File: config.mk
export PLATFORM = sky130hd
export DESIGN_NAME = ung_multi
export DESIGN_NICKNAME = d
export VERILOG_FILES = /design/src/rtl/ung_pkg.sv /design/src/rtl/ung_channel.sv /design/src/rtl/ung_multi.sv
export SDC_FILE = /design/constraint.sdc
export NUM_CORES = 1
export LEC_CHECK = 0
export CORE_UTILIZATION = 50
export DETAILED_ROUTE_END_ITERATION = 8
export PLACE_DENSITY = 0.8
export RECOVER_POWER = 100
export SLEW_MARGIN = 10
export SYNTH_ARGS = -nofsm -noshare
export SYNTH_HDL_FRONTEND = slang
export SYNTH_SLANG_ARGS = --single-unit
File: constraint.sdc
create_clock -name clk -period 2.15 [get_ports clk]
set_clock_uncertainty 0.2 [all_clocks]
set_input_delay 0.43 -clock clk [delete_from_list [all_inputs] [get_ports clk]]
set_output_delay 0.43 -clock clk [all_outputs]
set_load 0.1 [all_outputs]
File: src/rtl/ung_pkg.sv
// ============================================================================
// Module      : ung_pkg
// Description : Shared types, mode constants and frame-length helper for the
//               multi-channel unary number generator.
// Revision    : 1.0 - initial release
// ============================================================================
`default_nettype none

package ung_pkg;

    typedef enum logic [0:0] {
        IDLE = 1'b0,
        RUN  = 1'b1
    } ung_state_t;

    localparam logic UNG_MODE_LEAD  = 1'b0;
    localparam logic UNG_MODE_TRAIL = 1'b1;

    function automatic int unsigned ung_frame_len(input int unsigned width);
        return 32'd1 << width;
    endfunction

endpackage

`default_nettype wire

File: src/rtl/ung_channel.sv
// ============================================================================
// Module      : ung_channel
// Description : One unary lane; emits the registered stream bit for frame
//               cycle k in leading-ones or trailing-ones placement.
// Revision    : 1.0 - initial release
// ============================================================================
`default_nettype none

module ung_channel #(
    parameter int WIDTH = 5
) (
    input  logic             clk,
    input  logic             rst,
    input  logic [WIDTH-1:0] value,
    input  logic             mode,
    input  logic [WIDTH-1:0] k,
    input  logic             run,
    output logic             bs
);
    import ung_pkg::*;

    localparam logic [WIDTH:0] c_FRAME_LEN = (WIDTH+1)'(ung_frame_len(WIDTH));

    logic [WIDTH:0] w_threshold;
    logic           w_bit;
    logic           r_bs;

    // Trailing threshold needs the extra bit so that value 0 maps to FRAME_LEN.
    always_comb begin
        w_threshold = c_FRAME_LEN - {1'b0, value};
        w_bit       = 1'b0;
        if (run) begin
            if (mode == UNG_MODE_TRAIL) begin
                w_bit = ({1'b0, k} >= w_threshold);
            end else begin
                w_bit = (k < value);
            end
        end
    end

    always_ff @(posedge clk or negedge rst) begin
        if (!rst) begin
            r_bs <= 1'b0;
        end else begin
            r_bs <= w_bit;
        end
    end

    assign bs = r_bs;

endmodule

`default_nettype wire

File: src/rtl/ung_multi.sv
// ============================================================================
// Module      : ung_multi
// Description : CH-lane unary number generator sharing one 2^WIDTH frame
//               timer, with valid/ready load and frame status outputs.
//               Optional macro UNG_DOUBLE_BUFFER_EN adds a one-deep shadow
//               load register for gap-free back-to-back frames.
// Revision    : 1.0 - initial release
// ============================================================================
`default_nettype none

module ung_multi #(
    parameter int WIDTH = 5,
    parameter int CH    = 4
) (
    input  logic                clk,
    input  logic                rst,
    input  logic                in_valid,
    output logic                in_ready,
    input  logic [CH*WIDTH-1:0] in_data,
    input  logic                in_mode,
    output logic [CH-1:0]       bs_out,
    output logic                bs_valid,
    output logic                frame_start,
    output logic                frame_last,
    output logic                busy
);
    import ung_pkg::*;

    localparam int unsigned      c_FRAME_LEN = ung_frame_len(WIDTH);
    localparam logic [WIDTH-1:0] c_K_LAST    = WIDTH'(c_FRAME_LEN - 1);

    ung_state_t          r_state;
    ung_state_t          w_state_next;
    logic [WIDTH-1:0]    r_k;
    logic [CH*WIDTH-1:0] r_val;
    logic                r_mode;
    logic                r_in_ready;
    logic                r_bs_valid;
    logic                r_frame_start;
    logic                r_frame_last;

    logic                w_load;
    logic                w_last;
    logic                w_run;
    logic                w_frame_start_d;
    logic                w_frame_last_d;
    logic                w_ready_next;
    logic                w_act_from_in;

`ifdef UNG_DOUBLE_BUFFER_EN
    logic [CH*WIDTH-1:0] r_sh_val;
    logic                r_sh_mode;
    logic                r_sh_full;
    logic                w_act_from_sh;
    logic                w_sh_load;
    logic                w_sh_full_next;
`endif

    assign w_load = in_valid & r_in_ready;
    assign w_last = (r_k == c_K_LAST);

    // ------------------------------------------------------------------
    // FSM: state register
    // ------------------------------------------------------------------
    always_ff @(posedge clk or negedge rst) begin
        if (!rst) begin
            r_state <= IDLE;
        end else begin
            r_state <= w_state_next;
        end
    end

    // ------------------------------------------------------------------
    // FSM: next-state logic
    // ------------------------------------------------------------------
    always_comb begin
        w_state_next = r_state;
        case (r_state)
            IDLE: begin
                if (w_load) begin
                    w_state_next = RUN;
                end
            end
            RUN: begin
                if (w_last) begin
`ifdef UNG_DOUBLE_BUFFER_EN
                    // A pending load (held or arriving now) keeps the frames contiguous.
                    if (!(r_sh_full || w_load)) begin
                        w_state_next = IDLE;
                    end
`else
                    w_state_next = IDLE;
`endif
                end
            end
            default: w_state_next = IDLE;
        endcase
    end

    // ------------------------------------------------------------------
    // FSM: output / control decode
    // ------------------------------------------------------------------
    always_comb begin
        w_run           = (r_state == RUN);
        w_frame_start_d = w_run && (r_k == '0);
        w_frame_last_d  = w_run && w_last;
`ifdef UNG_DOUBLE_BUFFER_EN
        w_act_from_sh   = w_run && w_last && r_sh_full;
        w_act_from_in   = w_load && (!w_run || (w_last && !r_sh_full));
        w_sh_load       = w_load && !w_act_from_in;
        w_sh_full_next  = w_sh_load || (r_sh_full && !w_act_from_sh);
        w_ready_next    = !w_sh_full_next;
`else
        w_act_from_in   = w_load;
        w_ready_next    = (w_state_next == IDLE);
`endif
    end

    // ------------------------------------------------------------------
    // Frame counter and active value registers
    // ------------------------------------------------------------------
    always_ff @(posedge clk or negedge rst) begin
        if (!rst) begin
            r_k    <= '0;
            r_val  <= '0;
            r_mode <= UNG_MODE_LEAD;
        end else begin
            // Natural WIDTH-bit wrap returns k to 0 exactly at frame end.
            if (w_run) begin
                r_k <= r_k + 1'b1;
            end else if (w_load) begin
                r_k <= '0;
            end

            if (w_act_from_in) begin
                r_val  <= in_data;
                r_mode <= in_mode;
            end
`ifdef UNG_DOUBLE_BUFFER_EN
            else if (w_act_from_sh) begin
                r_val  <= r_sh_val;
                r_mode <= r_sh_mode;
            end
`endif
        end
    end

`ifdef UNG_DOUBLE_BUFFER_EN
    always_ff @(posedge clk or negedge rst) begin
        if (!rst) begin
            r_sh_val  <= '0;
            r_sh_mode <= UNG_MODE_LEAD;
            r_sh_full <= 1'b0;
        end else begin
            r_sh_full <= w_sh_full_next;
            if (w_sh_load) begin
                r_sh_val  <= in_data;
                r_sh_mode <= in_mode;
            end
        end
    end
`endif

    // ------------------------------------------------------------------
    // Registered status outputs, aligned with the lane bits
    // ------------------------------------------------------------------
    always_ff @(posedge clk or negedge rst) begin
        if (!rst) begin
            r_in_ready    <= 1'b0;
            r_bs_valid    <= 1'b0;
            r_frame_start <= 1'b0;
            r_frame_last  <= 1'b0;
        end else begin
            r_in_ready    <= w_ready_next;
            r_bs_valid    <= w_run;
            r_frame_start <= w_frame_start_d;
            r_frame_last  <= w_frame_last_d;
        end
    end

    for (genvar c = 0; c < CH; c++) begin : g_ch
        ung_channel #(
            .WIDTH (WIDTH)
        ) u_channel (
            .clk   (clk),
            .rst   (rst),
            .value (r_val[c*WIDTH +: WIDTH]),
            .mode  (r_mode),
            .k     (r_k),
            .run   (w_run),
            .bs    (bs_out[c])
        );
    end

    assign in_ready    = r_in_ready;
    assign bs_valid    = r_bs_valid;
    assign busy        = r_bs_valid;
    assign frame_start = r_frame_start;
    assign frame_last  = r_frame_last;

endmodule

`default_nettype wire

Word-level counts from Yosys, hierarchy flattened
Cells that the tools add are included.
Widths: inputs -> output; s select.
{ "op_classes": {"addsub": 5, "bitwise": 3, "reduce_logical": 4, "n_mux": 13, "order_cmp": 8, "eq_ne": 1} }
{ "op_table": {"columns": ["op", "count"], "rows": [
  ["$ge 5x6->1", 4],
  ["$sub 6x5->6 const A", 4],
  ["$lt 5x5->1", 4],
  ["$mux 1", 10],
  ["$mux 5", 2],
  ["$add 5x1->5 const B", 1],
  ["$eq 5x5->1 const B", 1],
  ["$logic_not 5->1", 1],
  ["$logic_and 1x1->1", 2],
  ["$not 1->1", 2],
  ["$pmux 1 s2", 1],
  ["$reduce_bool 2->1", 1],
  ["$and 1x1->1", 1]
]} }
{ "word_totals": {"inputBits": 24, "output_inout_bits": 9, "regBits": 35, "wordCells": 46} }

Logic depth before layout (Yosys ltp)
Gate-level depths: netlist of run 1.
{ "logic_depth": {"word_depth": 4, "depth_mapped": 8, "mapped_depth_nobuf": 8} }

Modules after synthesis
A second synthesis of run 1 with hierarchy kept.
{ "hier_totals": {"cells_unflattened": 233, "hier_area_um2": 2521.2} }
{ "by_module_without_submodules": {"columns": ["module", "cells_per_inst", "n_inst", "area_each_um2", "seq_area_each_um2"], "rows": [
  ["ung_multi", 85, 1, 1315.0, 775.7],
  ["ung_channel", 37, 4, 301.5, 25.0]
]} }

Least setup slack after synthesis of run 1
Ideal clock, no wire load.
{ "synth_path": {"path_type": "register to output", "from": "reg r_bs_valid (netlist: bs_valid)", "to": "out busy", "t_arrival_ps": 1324, "t_required_ps": 1520, "path_stages_with_launch": 2, "n_path_buf": 1, "path_slack_ps": 196, "path_cell_list": "dfrtp_1 -> buf_4"} }
{ "synth_lines": {"columns": ["element", "line", "text"], "rows": [
  ["start: declaration", "ung_multi.sv:38", "logic r_bs_valid;"],
  ["start signal: assignment", "ung_multi.sv:175", "r_bs_valid <= w_run;"],
  ["end: declaration", "ung_multi.sv:25", "output logic busy"]
]} }
No word-level cell between the ends.

Worst setup path in the final report of run 1
{ "layout_path": {"from": "reg r_val[10]", "to": "reg g_ch[2].u_channel.r_bs"} }
{ "layout_via": {"elab_chain_cells": 4, "elab_cells_between_ends": 5, "classes_between": "1 x add/sub; 2 x order compare; 2 x mux"} }
{ "layout_rtl": {"columns": ["element", "line", "text"], "rows": [
  ["start: declaration", "ung_multi.sv:35", "logic [CH*WIDTH-1:0] r_val;"],
  ["start signal: assignment", "ung_multi.sv:136", "r_val <= in_data;"],
  ["$sub 6x5->6", "ung_channel.sv:30", "w_threshold = c_FRAME_LEN - {1'b0, value};"],
  ["$ge 5x6->1", "ung_channel.sv:34", "w_bit = ({1'b0, k} >= w_threshold);"],
  ["$mux 1 *", "ung_channel.sv:33", "if (mode == UNG_MODE_TRAIL) begin"],
  ["$mux 1 *", "ung_channel.sv:32", "if (run) begin"],
  ["named net g_ch[2].u_channel.w_bit", "ung_channel.sv:25", "logic w_bit;"],
  ["end signal: assignment", "ung_channel.sv:45", "r_bs <= w_bit;"],
  ["end: declaration", "ung_channel.sv:26", "logic r_bs;"]
]} }
Mark *: on every way through the listed nets, which the timed path passes. The rest lies on a longest branch.
A chain may end at the register's enable or synchronous reset.

==> flow_summary.yaml, run 1 <==
status:
  outcome: "complete, no violations"
sta:
  finalWorstPathRequiredPeriod_ps: 1850
  setup_repair_after_global_routing_missed_its_margin: "no"
  setup_violating_endpoint_count_in_the_final_report: 0
  fmax_ghz: 0.540
  worst_slew_margin_rel: 0.437
  tightest_slew_ps: 844
  timing_hold_violations_final: 0
  drv_slew: 0
  fin_tns_setup_ps: 0
  min_period_over_period: 0.861
cts:
  cts.repair_timing.setup_buffer_count: 0
  cts_root_buffer: "clkbuf_8"
  cts_sinks: 35
  post_cts_resize_count: 0
  number_of_clock_buffers_inserted_by_tritoncts: 5
  cts_hold_fix_bufs: 0
  htreeDepth: 2
  clk_transition_reported_paths_ps: 80
  ctsLongestPathBuffers: 2
  tritoncts: "yes"
  clock_latency_ps: 290
yosys:
  synth_simple_gate_area_share: 0.104
  synthesized_cell_area_um2: 2370
  synth_xor_area_frac: 0.0517
  synthAdderAreaFrac: 0.227
  synth_top_family_by_area: "adder cells"
  synthesis.area_per_instance_um2: 9.16
  postSynthRegisterBits: 35
  synth.net_count: 326
  yosys-mux-area-fraction: 0.00896
  synthesis.instances: 259
  synth_warnings: 0
  ys_seq_area_frac: 0.369
  synth.lib_cells_used.distinct: 26
  compound_gate_fraction_of_synth_area: 0.150
critical_path:
  end_kind: "flip-flop"
  cpLargestDelayFamily: "adder cells"
  critical_path.startpoint_type: "flip-flop"
  critical-path-max-stage-delay_ps: 410
  worst-r2r-cell-count: 8
  path_common_cell: "ha_1"
  worst-setup-path-type: "flip-flop to flip-flop"
  timing.critical_path.arrival_ps: 1820
  timing.reg2reg.setup_slack_ps: 300
  slowest_cp_cell: "dfrtp_1"
  worstPathMaxFanout: 3
  regToRegEndpoint: "g_ch[2].u_channel.bs$_DFF_PN0_"
  cp-startpoint: "r_val[10]$_DFFE_PN0P_"
  critical_path_required_ps: 2120
  cp-endpoint: "g_ch[2].u_channel.bs$_DFF_PN0_"
  crit_chain: "inv_1 > ha_1 > xor2_1 > ha_1 > o21ai_0 > a21oi_1 > nor3_1 > o21ai_1"
  critical_path_cell_count: 8
  worst_r2r_startpoint: "r_val[10]$_DFFE_PN0P_"
  worst-path-buf-inv: 1
finish:
  finalCoreUtilization: 0.618
  final_layout_size_suffix_gt1_frac: 0.0790
  nets: 357
  antenna-diode-count: 0
  stdcell_count: 343
  synthToLayoutAreaGrowth_pct: 15.8
  fill_cells: 394
detailed_routing:
  vias_per_cell: 5.38
  post-route-drc-count: 0
  route.vias.total: 1844
  postRouteAntennaNets: 0
  drt-initial-drc-count: 105
  avgRoutedWirePerCell_um: 13.7
  firstDrtPassIters: 6
  detail_route.wirelength_mm: 4.69
floorplanning:
  io_pins: 33
  floorplan.die_area_um2: 5030
  starting_density_of_the_core: 0.534
  die_x_um: 70.9
  coreArea_um2: 4440
  fp-row-count: 24
  die_height_um: 70.9
worst_hold_path:
  holdCritPathClass: "flip-flop to flip-flop"
grt:
  grt_max_degree: 36
  grt_overflow_total: 0
  number_of_global_route_vias_before_repair: 1783
  grtUsageTotal: 0.210
  antenna_found_initial: 0
  grt_pass1_wl_mm: 8.13
placement:
  count_of_placed_standard_cells_including_taps: 335
  place_congestion: 0.846
  dp_hpwl_mm: 3.44
  buffer_ports.inserted: 32
flow_run:
  max_cap_violations: 0
final cells by class:
type	instances	area, um2	area share
clock inverter	3	43.8	0.0159
sequential	35	876	0.319
tap	52	65.1	0.0237
multi-input combinational	181	1280	0.467
clock buffer	5	68.8	0.0250
inverter	32	120	0.0437
timing repair buffer	35	290	0.106
cell usage after synthesis:
master | n | area share
dfrtp_1 | 35 | 0.37
o31ai_1 | 1 | 0.0032
nand2_1 | 35 | 0.055
and2_1 | 1 | 0.0026
nor2_1 | 4 | 0.0063
a211oi_1 | 4 | 0.013
buf_6 | 3 | 0.014
nand3_1 | 4 | 0.0084
o21a_1 | 1 | 0.0032
and3_1 | 2 | 0.0053
o21ai_0 | 30 | 0.063
a21oi_1 | 8 | 0.017
ha_1 | 43 | 0.23
nor4_1 | 1 | 0.0026
xor2_1 | 5 | 0.018
inv_1 | 32 | 0.051
o21ai_1 | 13 | 0.027
a31oi_1 | 4 | 0.011
nand2b_2 | 1 | 0.0037
a21o_1 | 4 | 0.013
nor3_1 | 8 | 0.017
buf_4 | 8 | 0.025
mux2i_1 | 1 | 0.0042
mux2_2 | 1 | 0.0047
nand2_2 | 1 | 0.0026
xnor2_1 | 9 | 0.033
registers in the layout, summed over array words and instances (netlist names):
| name | count |
|---|---|
| bs_valid | 1 |
| frame_last | 1 |
| frame_start | 1 |
| g_ch.u_channel.bs | 4 |
| in_ready | 1 |
| r_k | 5 |
| r_mode | 1 |
| r_state | 1 |
| r_val | 20 |
through the flow:
stage / area, um2 / setup slack (ps) / hold slack [ps]
after detailed placement: 2680 / 329 / 334
after CTS: 2790 / 293 / 346
after floorplan: 2370 / 196 / -65.6
final: 2750 / 298 / 346
after global placement: 2680 / 364 / 327
after global routing: 2750 / 79.5 / 364
worst register-to-register path, stage by stage, from the launching register on:
cell and delay, ps:
dfrtp_1 410, inv_1 90, ha_1 200, xor2_1 170, ha_1 250, o21ai_0 140, a21oi_1 50, nor3_1 140
o21ai_1 80
cell families (layout without fill, tap and decap cells):
kind of cell | after synthesis | after routing
muxes | 2 | 2
buffers and inverters | 43 | 75
adders and majority gates | 43 | 43
xor gates and xnor gates | 14 | 14
and+or+nand+nor | 57 | 57
AOI/OAI and AO/OA | 65 | 65
DFF | 35 | 35
cells in the final DEF, fill, tap and decap left out, types with 2 or more instances in the layout:
cell type / n
a211oi_1: 4
a21o_1: 4
a21oi_1: 8
a31oi_1: 4
and3_1: 2
clkbuf_2: 12
clkbuf_8: 5
clkdlybuf4s50_1: 21
dfrtp_1: 35
dlygate4sd3_1: 2
ha_1: 43
inv_1: 32
nand2_1: 35
nand3_1: 4
nor2_1: 4
nor3_1: 8
o21ai_0: 39
o21ai_1: 4
xnor2_1: 9
xor2_1: 5
worst min path at each step:
stage,startpoint,to,slack (ps),cells after the start
2_1_floorplan,rst,bs_valid$_DFF_PN0_,-70,0
3_3_place_gp,r_k[0]$_DFFE_PN0P_,r_k[0]$_DFFE_PN0P_,330,1
3_5_place_dp,r_k[0]$_DFFE_PN0P_,r_k[0]$_DFFE_PN0P_,330,1
4_1_cts,r_k[0]$_DFFE_PN0P_,r_k[0]$_DFFE_PN0P_,350,1
5_1_grt,r_k[0]$_DFFE_PN0P_,r_k[0]$_DFFE_PN0P_,360,1
6_report,r_k[0]$_DFFE_PN0P_,r_k[0]$_DFFE_PN0P_,350,1
routing by layer:
metal,track usage,wire length [um]
met1,0.267,2160
met2,0.348,2320
met3,0.0513,163
met4,0.0756,45
met5,0,0
Power of run 1 is not shown: default switching activity piles up to over one toggle a cycle in this logic, so the estimate is an artifact.
==> run 2: changes to the inputs <==
--- a/config.mk
+++ b/config.mk
@@ -13,3 +13,4 @@
 export SYNTH_ARGS = -nofsm -noshare
 export SYNTH_HDL_FRONTEND = slang
 export SYNTH_SLANG_ARGS = --single-unit
+export TNS_END_PERCENT = 100
==> results of run 2 <==
No change in the layout: final DEF, timing and power equal those of run 1.
Power of run 2 is left out for the same reason.
==> run 3: changes to the inputs <==
--- a/config.mk
+++ b/config.mk
@@ -7,6 +7,7 @@
 export LEC_CHECK = 0
 export CORE_UTILIZATION = 50
 export DETAILED_ROUTE_END_ITERATION = 8
+export MAX_ROUTING_LAYER = met4
 export PLACE_DENSITY = 0.8
 export RECOVER_POWER = 100
 export SLEW_MARGIN = 10
==> run 3 against run 2 <==
Against the previous run:
- cell count is the same
- sequential cell count is the same
- global-route usage grew 0.68 points
- non-clock buffer count is the same
- critical path depth is the same
- register-to-register slack is essentially flat
- highest routed layer unchanged
==> flow_summary.yaml, run 3 (synthesis gave the netlist of run 1 again) <==
cts:
  post_cts_resize_count: 0
  clock_latency_ps: 290
  cts_hold_fix_bufs: 0
  cts.repair_timing.setup_buffer_count: 0
  tritoncts: "yes"
  cts_sinks: 35
  ctsLongestPathBuffers: 2
  clk_transition_reported_paths_ps: 80
  cts_root_buffer: "clkbuf_8"
  htreeDepth: 2
  number_of_clock_buffers_inserted_by_tritoncts: 5
detailed_routing:
  route.vias.total: 1840
  drt-initial-drc-count: 126
  vias_per_cell: 5.36
  post-route-drc-count: 0
  postRouteAntennaNets: 0
  firstDrtPassIters: 6
  avgRoutedWirePerCell_um: 13.7
  detail_route.wirelength_mm: 4.71
grt:
  grt_overflow_total: 0
  grt_pass1_wl_mm: 8.14
  number_of_global_route_vias_before_repair: 1778
  antenna_found_initial: 0
  grt_max_degree: 36
  grtUsageTotal: 0.217
floorplanning:
  die_x_um: 70.9
  fp-row-count: 24
  io_pins: 33
  floorplan.die_area_um2: 5030
  coreArea_um2: 4440
  die_height_um: 70.9
  starting_density_of_the_core: 0.534
critical_path:
  worst-setup-path-type: "flip-flop to flip-flop"
  timing.critical_path.arrival_ps: 1820
  end_kind: "flip-flop"
  worstPathMaxFanout: 3
  critical_path.startpoint_type: "flip-flop"
  critical_path_required_ps: 2110
sta:
  tightest_slew_ps: 847
  finalWorstPathRequiredPeriod_ps: 1850
  fmax_ghz: 0.540
  min_period_over_period: 0.862
  setup_repair_after_global_routing_missed_its_margin: "no"
  fin_tns_setup_ps: 0
  timing_hold_violations_final: 0
  setup_violating_endpoint_count_in_the_final_report: 0
  worst_slew_margin_rel: 0.436
  drv_slew: 0
placement:
  buffer_ports.inserted: 32
  dp_hpwl_mm: 3.44
  place_congestion: 0.859
finish:
  final_layout_size_suffix_gt1_frac: 0.0790
  nets: 357
  synthToLayoutAreaGrowth_pct: 15.8
  layout_common_cells: "43 x ha_1, 39 x o21ai_0, 35 x nand2_1, 35 x dfrtp_1, 32 x inv_1"
  flip_flop_count_of_the_largest_register_after_layout: 20
  mostFrequentLayoutCell: "ha_1"
  register_bank_with_the_most_flops: "r_val"
  antenna-diode-count: 0
worst_hold_path:
  holdCritPathClass: "flip-flop to flip-flop"
flow_run:
  max_cap_violations: 0
status:
  outcome: "complete, no violations"
## run 3: through the flow
step	std cells	util	hold slack (ps)	instance area (um2)	setup slack (ps)
floorplan	259	-	-65.6	2370	196
global placement	335	0.602	327	2680	364
detailed placement	335	0.602	334	2680	329
CTS	343	0.628	346	2790	293
global route	343	0.618	365	2750	79.4
finish	343	0.618	347	2750	297
## run 3: final cells by class
class	instances	area [um2]
clock inverter	3	43.8
fill	394	1700
tap	52	65.1
clock buffer	5	68.8
timing repair buffer	35	290
inverter	32	120
sequential	35	876
multi-input combinational	181	1280
## run 3: path summary, 6_finish.rpt
check / cells after the start / startpoint / endpoint / slack [ps]
max in group asynchronous: 2 / rst / r_val[1]$_DFFE_PN0P_ / 630
setup / recovery: 8 / r_val[10]$_DFFE_PN0P_ / g_ch[2].u_channel.bs$_DFF_PN0_ / 300
setup reg to reg: 8 / r_val[10]$_DFFE_PN0P_ / g_ch[2].u_channel.bs$_DFF_PN0_ / 300
min in group asynchronous: 2 / rst / r_k[3]$_DFFE_PN0P_ / 580
hold / removal: 1 / r_k[0]$_DFFE_PN0P_ / r_k[0]$_DFFE_PN0P_ / 350
hold reg to reg: 1 / r_k[0]$_DFFE_PN0P_ / r_k[0]$_DFFE_PN0P_ / 350
## run 3: critical path, stage by stage, from the launching register on
cell     delay [ps]
dfrtp_1         400
inv_1            90
ha_1            210
xor2_1          170
ha_1            250
o21ai_0         140
a21oi_1          50
nor3_1          130
o21ai_1          80
## run 3: routing by layer
layer	part of all wire	vias to the layer above	wire [um]	global-route usage
met1	0.46	866	2150	0.269
met2	0.50	37	2360	0.347
met4	0.0081	0	38	0.0756
met3	0.035	4	167	0.0513
li1	-	933	-	-
met5	0	-	0	-
Power of run 3 is left out for the same reason.
